--- config.mk ---
export PLATFORM = sky130hd
export DESIGN_NAME = hazard_sched
export DESIGN_NICKNAME = d
export VERILOG_FILES = /design/src/rtl/hazard_sched.sv
export SDC_FILE = /design/constraint.sdc
export NUM_CORES = 1
export LEC_CHECK = 0
export ABC_CLOCK_PERIOD_IN_PS = 2700
export CAP_MARGIN = 5
export CELL_PAD_IN_SITES_DETAIL_PLACEMENT = 0
export CELL_PAD_IN_SITES_GLOBAL_PLACEMENT = 1
export CORE_MARGIN = 3
export CORE_UTILIZATION = 37
export DETAILED_ROUTE_END_ITERATION = 8
export MAX_ROUTING_LAYER = met4
export PLACE_DENSITY_LB_ADDON = 0.1
export SLEW_MARGIN = 0
export SYNTH_ARGS = -nofsm -noshare
export SYNTH_HDL_FRONTEND = slang
export SYNTH_SLANG_ARGS = --single-unit
--- constraint.sdc ---
create_clock -name cpu_clk -period 2.7 [get_ports cpu_clk]
set_clock_uncertainty 0.15 [all_clocks]
set_input_delay 0.27 -clock cpu_clk [delete_from_list [all_inputs] [get_ports cpu_clk]]
set_output_delay 0.27 -clock cpu_clk [all_outputs]
set_load 0.005 [all_outputs]
--- src/rtl/hazard_sched.sv ---
// hazard_sched: hazard and stall/flush scheduler for the 5-stage LA32R pipeline.
// Produces operand forwarding selects, load-use stalls, branch flushes and
// data-RAM wait-state freezes. Owns the data-RAM handshake FSM and the
// stall/flush performance counters.
//
//   state    | meaning
//   ---------+-------------------------------------------------------------
//   RUN      | no outstanding RAM access; dram_req follows mem_req
//   MEM_WAIT | access issued but not yet acknowledged; pipeline frozen
//
// A data-RAM access is acknowledged combinationally. The freeze, and every
// stall/flush derived from it, must therefore drop in the same cycle that
// dram_ack rises. For that reason the control outputs are decoded from the
// registered state and the current inputs rather than being registered.
module hazard_sched #(
  parameter int CNT_W    = 32,
  parameter int WAIT_MAX = 255
) (
  input  logic             cpu_clk,
  input  logic             cpu_rstn,
  input  logic [4:0]       id_rR1,
  input  logic [4:0]       id_rR2,
  input  logic             id_rR1_re,
  input  logic             id_rR2_re,
  input  logic [4:0]       ex_wr,
  input  logic             ex_rf_we,
  input  logic             ex_is_load,
  input  logic [4:0]       mem_wr,
  input  logic             mem_rf_we,
  input  logic [4:0]       wb_wr,
  input  logic             wb_rf_we,
  input  logic             ex_br_taken,
  input  logic             mem_req,
  input  logic             dram_ack,
  output logic             dram_req,
  output logic [1:0]       fwd1_sel,
  output logic [1:0]       fwd2_sel,
  output logic             pc_stall,
  output logic             if_id_stall,
  output logic             id_ex_stall,
  output logic             ex_mem_stall,
  output logic             if_id_flush,
  output logic             id_ex_flush,
  output logic             mem_wb_flush,
  output logic             bus_err,
  output logic [CNT_W-1:0] stall_cnt,
  output logic [CNT_W-1:0] flush_cnt
);

  // The wait timer counts down from WAIT_MAX-1. Terminal count 0 seen in a
  // non-acknowledged wait cycle marks the WAIT_MAX-th consecutive wait cycle.
  localparam int               WW        = $clog2(WAIT_MAX + 1);
  localparam logic [WW-1:0]    WAIT_LOAD = WW'(WAIT_MAX - 1);
  localparam logic [CNT_W-1:0] CNT_ONE   = CNT_W'(1);

  typedef enum logic [0:0] {
    RUN      = 1'b0,
    MEM_WAIT = 1'b1
  } state_t;

  state_t          state;
  logic [WW-1:0]   wait_left;
  logic            bus_err_q;

  logic            ex_hit1, ex_hit2;
  logic            mem_hit1, mem_hit2;
  logic            wb_hit1, wb_hit2;
  logic [1:0]      fwd1_raw, fwd2_raw;
  logic            lu, fz, br_eff, lu_eff;
  logic            req_raw;

  // A destination register can only be forwarded from if it is written and is not r0.
  function automatic logic reg_match(input logic [4:0] src, input logic [4:0] dst,
                                     input logic we);
    return we && (dst != 5'd0) && (dst == src);
  endfunction

  // Per-operand forwarding priority: the youngest producer wins.
  always_comb begin
    ex_hit1  = reg_match(id_rR1, ex_wr,  ex_rf_we);
    ex_hit2  = reg_match(id_rR2, ex_wr,  ex_rf_we);
    mem_hit1 = reg_match(id_rR1, mem_wr, mem_rf_we);
    mem_hit2 = reg_match(id_rR2, mem_wr, mem_rf_we);
    wb_hit1  = reg_match(id_rR1, wb_wr,  wb_rf_we);
    wb_hit2  = reg_match(id_rR2, wb_wr,  wb_rf_we);

    fwd1_raw = 2'b00;
    if (ex_hit1)       fwd1_raw = 2'b01;
    else if (mem_hit1) fwd1_raw = 2'b10;
    else if (wb_hit1)  fwd1_raw = 2'b11;

    fwd2_raw = 2'b00;
    if (ex_hit2)       fwd2_raw = 2'b01;
    else if (mem_hit2) fwd2_raw = 2'b10;
    else if (wb_hit2)  fwd2_raw = 2'b11;
  end

  // Hazard arbitration: freeze masks everything, and a taken branch squashes
  // the ID instruction, which makes a load-use stall on it pointless.
  always_comb begin
    lu = ex_is_load && ((id_rR1_re && ex_hit1) || (id_rR2_re && ex_hit2));

    fz      = 1'b0;
    req_raw = 1'b0;
    case (state)
      RUN: begin
        req_raw = mem_req;
        fz      = mem_req && !dram_ack;
      end
      MEM_WAIT: begin
        req_raw = 1'b1;
        fz      = !dram_ack;
      end
      default: begin
        req_raw = 1'b0;
        fz      = 1'b0;
      end
    endcase

    br_eff = ex_br_taken && !fz;
    lu_eff = lu && !fz && !ex_br_taken;
  end

  // Every output is held low while reset is asserted, including the
  // combinational ones; this makes dram_req drop as soon as reset asserts.
  assign dram_req     = cpu_rstn && req_raw;
  assign fwd1_sel     = cpu_rstn ? fwd1_raw : 2'b00;
  assign fwd2_sel     = cpu_rstn ? fwd2_raw : 2'b00;
  assign pc_stall     = cpu_rstn && (fz || lu_eff);
  assign if_id_stall  = cpu_rstn && (fz || lu_eff);
  assign id_ex_stall  = cpu_rstn && fz;
  assign ex_mem_stall = cpu_rstn && fz;
  assign mem_wb_flush = cpu_rstn && fz;
  assign if_id_flush  = cpu_rstn && br_eff;
  assign id_ex_flush  = cpu_rstn && (br_eff || lu_eff);
  assign bus_err      = cpu_rstn && bus_err_q;

  // RAM handshake FSM with wait timer and sticky timeout flag.
  always_ff @(posedge cpu_clk or negedge cpu_rstn) begin
    if (!cpu_rstn) begin
      state     <= RUN;
      wait_left <= '0;
      bus_err_q <= 1'b0;
    end else begin
      case (state)
        RUN: begin
          if (mem_req && !dram_ack) begin
            state     <= MEM_WAIT;
            wait_left <= WAIT_LOAD;
          end
        end
        MEM_WAIT: begin
          if (dram_ack) begin
            state <= RUN;
          end else if (wait_left == '0) begin
            bus_err_q <= 1'b1;
            state     <= RUN;
          end else begin
            wait_left <= wait_left - 1'b1;
          end
        end
        default: state <= RUN;
      endcase
    end
  end

  // Saturating performance counters.
  always_ff @(posedge cpu_clk or negedge cpu_rstn) begin
    if (!cpu_rstn) begin
      stall_cnt <= '0;
      flush_cnt <= '0;
    end else begin
      if (pc_stall && (stall_cnt != '1))    stall_cnt <= stall_cnt + CNT_ONE;
      if (if_id_flush && (flush_cnt != '1)) flush_cnt <= flush_cnt + CNT_ONE;
    end
  end

endmodule

==> metrics.txt, run 1 <==
Internal=approximately 2300 uW; Comb power frac=0.176; leakage power=about 0.0027 uW; syn nets=460; Sequential Power Share=0.413; Area Overhead vs Synth=44.9%; Final Power=approximately 3200 uW; antenna violations before repair=0; Net Sw Frac=0.268; n_diodes=0; crit-path max FO=3; Global Route Usage Sum=0.190; Synth top area share=0.443; Multi-input gate area=between 0.002 and 0.0025 mm2; fmax=~380 MHz; worst-path cell chain=clkdlybuf4s50_1 > buf_4 > xnor2_1 > nand3_1 > nor4_2 > o211a_1 > clkdlybuf4s50_1; run status=completed; Post-synth EDFFs=0; htree depth=3; CTS tree=built; Starting Density=0.382; routability cong.=about 0.9; #FFs+latches synth=74; Worst-Margin Slew=0.502 ns; largest net degree at the start of global routing=40; GR Overflow Total=0; crit share post-route=0.968; adder-cell share of the synthesized area=0.00898; Slowest cell on crit path=clkdlybuf4s50_1; largest family of logic cells by synthesized area=simple AND/OR/NAND/NOR gates; Switch Pwr=roughly 860 uW; Max-Cap Viols=0; CTS Sinks=74; WP data arrival=2.19 ns; CP most frequent cell=clkdlybuf4s50_1; Final Setup Violations=0; Setup WS pre-CTS=-0.163 ns; first-pass GRT wire length=18900 um; leading area contributor after synthesis=dfrtp_1; setup slack after layout=0.0873 ns; Critical Path End Type=primary output; Synth cell types=58; Nets=606; vias in the first global route=3753; drc violations=0; Synth Area in Compound Gates=0.0545; Post-Synth XOR/XNOR Area=0.199; CP Class=input port to primary output; fillers=1022; CTS Root Cell=clkbuf_16; Pre-antenna DRT Iters=4; Routed WL=11200 um; register area=0.00185 mm2; peak supply drop=281 uV; routed len/inst=between 15 and 20 um; Worst-path clk slew=0.06 ns; Critical Path RT=between 2 and 2.5 ns; Min-Delay Path Class=input port to asynchronous set/reset pin; Die X=112 um; Final Max Slew Viols=0; Simple-Gate Fraction of Synth Area=0.266; Hold Fails Final Rpt=0; PwrDens=between 500 and 600 mW/mm2; Tmin final=2.61 ns; die height=between 100 and 150 um; share of post-route cells with drive strength above 1=0.140; Synth Flop Type=dfrtp_1; Worst slew margin=0.665; Longest Clk Path Bufs=2; Core Region=~0.011 mm2; synthesized area=~0.0042 mm2; count leader, synth=dfrtp_1; syn avg cell area=9.93 um2; # IOs=113; DRT iter0 DRCs=204; Syn Inst Count=between 400 and 500; mux contribution to synthesized area=0.00509; number of vias per cell=5.11; CTS Buf Count=9; critical path's largest stage delay=approximately 0.49 ns; Cell Rows=38; dpl hpwl=~8500 um; full die area=0.0126 mm2; main area contributors after synthesis=dfrtp_1 44%, xor2_1 11%, xnor2_1 9.2%; Syn. warnings=0; vias=3640; Startpoint Class=input port; share of the yosys chip area belonging to registers=0.443; clock insertion delay at the later pin of the skew report=0.33 ns; FFs w/ async S/R, synth=1.00; Clock Power Share=0.411; remaining antenna violation count=0; Synth top cells by count=74 x dfrtp_1, 51 x xor2_1, 44 x xnor2_1, 40 x nand2_1, 27 x nand3_1; RSZ-0062 raised after global routing=yes; I/O Buffers=112
==> state kept, by name, indices dropped and copies added, names as in the netlist <==
register	count
bus_err_q	1
flush_cnt	32
stall_cnt	32
state	1
wait_left	8
==> through the flow <==
stage	TNS [ns]	utilization	instance area [um2]	hold WS, ns	cells
after floorplan	0	-	4180	-0.176	421
after detailed placement	-0.623	0.516	5640	-0.0342	694
after CTS	0	0.550	6010	0.147	711
after global routing	-0.0277	0.554	6050	0.161	712
final	0	0.554	6050	0.167	712
after global placement	-0.429	0.516	5640	-0.0406	694
==> critical path: cells and delay by family <==
kind,cells,cell delay (ns)
buffers and inverters,3,1.16
AO/OA/AOI/OAI,1,0.18
XOR/XNOR,1,0.16
AND/OR/NAND/NOR,2,0.41
==> layer usage <==
metal | global-route usage | vias up | part of all wire
met1 | 0.250 | 1769 | 0.47
li1 | - | 1777 | -
met4 | 0.0529 | 0 | 0.012
met2 | 0.299 | 84 | 0.48
met3 | 0.0420 | 10 | 0.038
met5 | - | - | 0
==> final cells by class <==
cell class,instances,share of cell area
clock buffer,9,0.0372
inverter,12,0.00744
clock inverter,7,0.0167
timing repair buffer,144,0.226
multi-input combinational,326,0.378
tap,140,0.0289
sequential,74,0.306
==> layout by cell type, fill, tap and decap left out, types with 4 or more instances in the layout <==
cell type / n
and2_1: 5
nand3_1: 27
nor2b_1: 4
nand4_1: 19
xor2_1: 51
inv_1: 12
buf_4: 32
nor4_1: 8
dlygate4sd2_1: 8
nor2_1: 26
xnor2_1: 43
nor3_1: 22
clkdlybuf4s50_1: 96
and3_1: 9
nor3_2: 4
or3_1: 4
and4_1: 5
dfrtp_1: 74
dlymetal6s2s_1: 7
nand2_1: 40
clkbuf_16: 9
==> final timing paths <==
check / startpoint / endpoint / slack, ns / cells after the start
max: id_rR2[4] / fwd2_sel[1] / 0.09 / 7
min: cpu_rstn / bus_err_q / 0.17 / 2
min reg2reg: bus_err_q / bus_err_q / 0.34 / 1
max in group asynchronous: cpu_rstn / flush_cnt[23] / 1.52 / 3
min in group cpu_clk: bus_err_q / bus_err_q / 0.34 / 1
max reg2reg: stall_cnt[9] / stall_cnt[1] / 0.31 / 6
==> power groups by stage <==
stage          clock network [uW]  registers (uW)  logic [uW]
2_1_floorplan                   0            1320         226
3_3_place_gp                    0            1330         556
3_5_place_dp                    0            1340         564
4_1_cts                      1350            1320         570
5_1_grt                      1410            1330         625
6_report                     1310            1320         562
==> cells by family after synthesis <==
group,Yosys count
simple gates,199
xor+xnor,95
flops,74
compound gates,27
buf+inv,21
fa+ha+maj,3
mux,2
==> timing repair <==
action                                 4_1_cts  5_1_grt
endpoints found under the hold margin       35        0
hold buffers                                 1        0
buffers inserted                             0        1
pin swaps                                    3        3
setup endpoints to repair                    7        3
gates resized for setup                     18       10
No activity file was read; power rests on OpenSTA's default activity.
==> inputs of run 2 (changes only) <==
--- a/config.mk
+++ b/config.mk
@@ -5,7 +5,6 @@
 export SDC_FILE = /design/constraint.sdc
 export NUM_CORES = 1
 export LEC_CHECK = 0
-export ABC_CLOCK_PERIOD_IN_PS = 2700
 export CAP_MARGIN = 5
 export CELL_PAD_IN_SITES_DETAIL_PLACEMENT = 0
 export CELL_PAD_IN_SITES_GLOBAL_PLACEMENT = 1
==> results of run 2 <==
No change in the layout: final DEF, timing and power equal those of run 1.
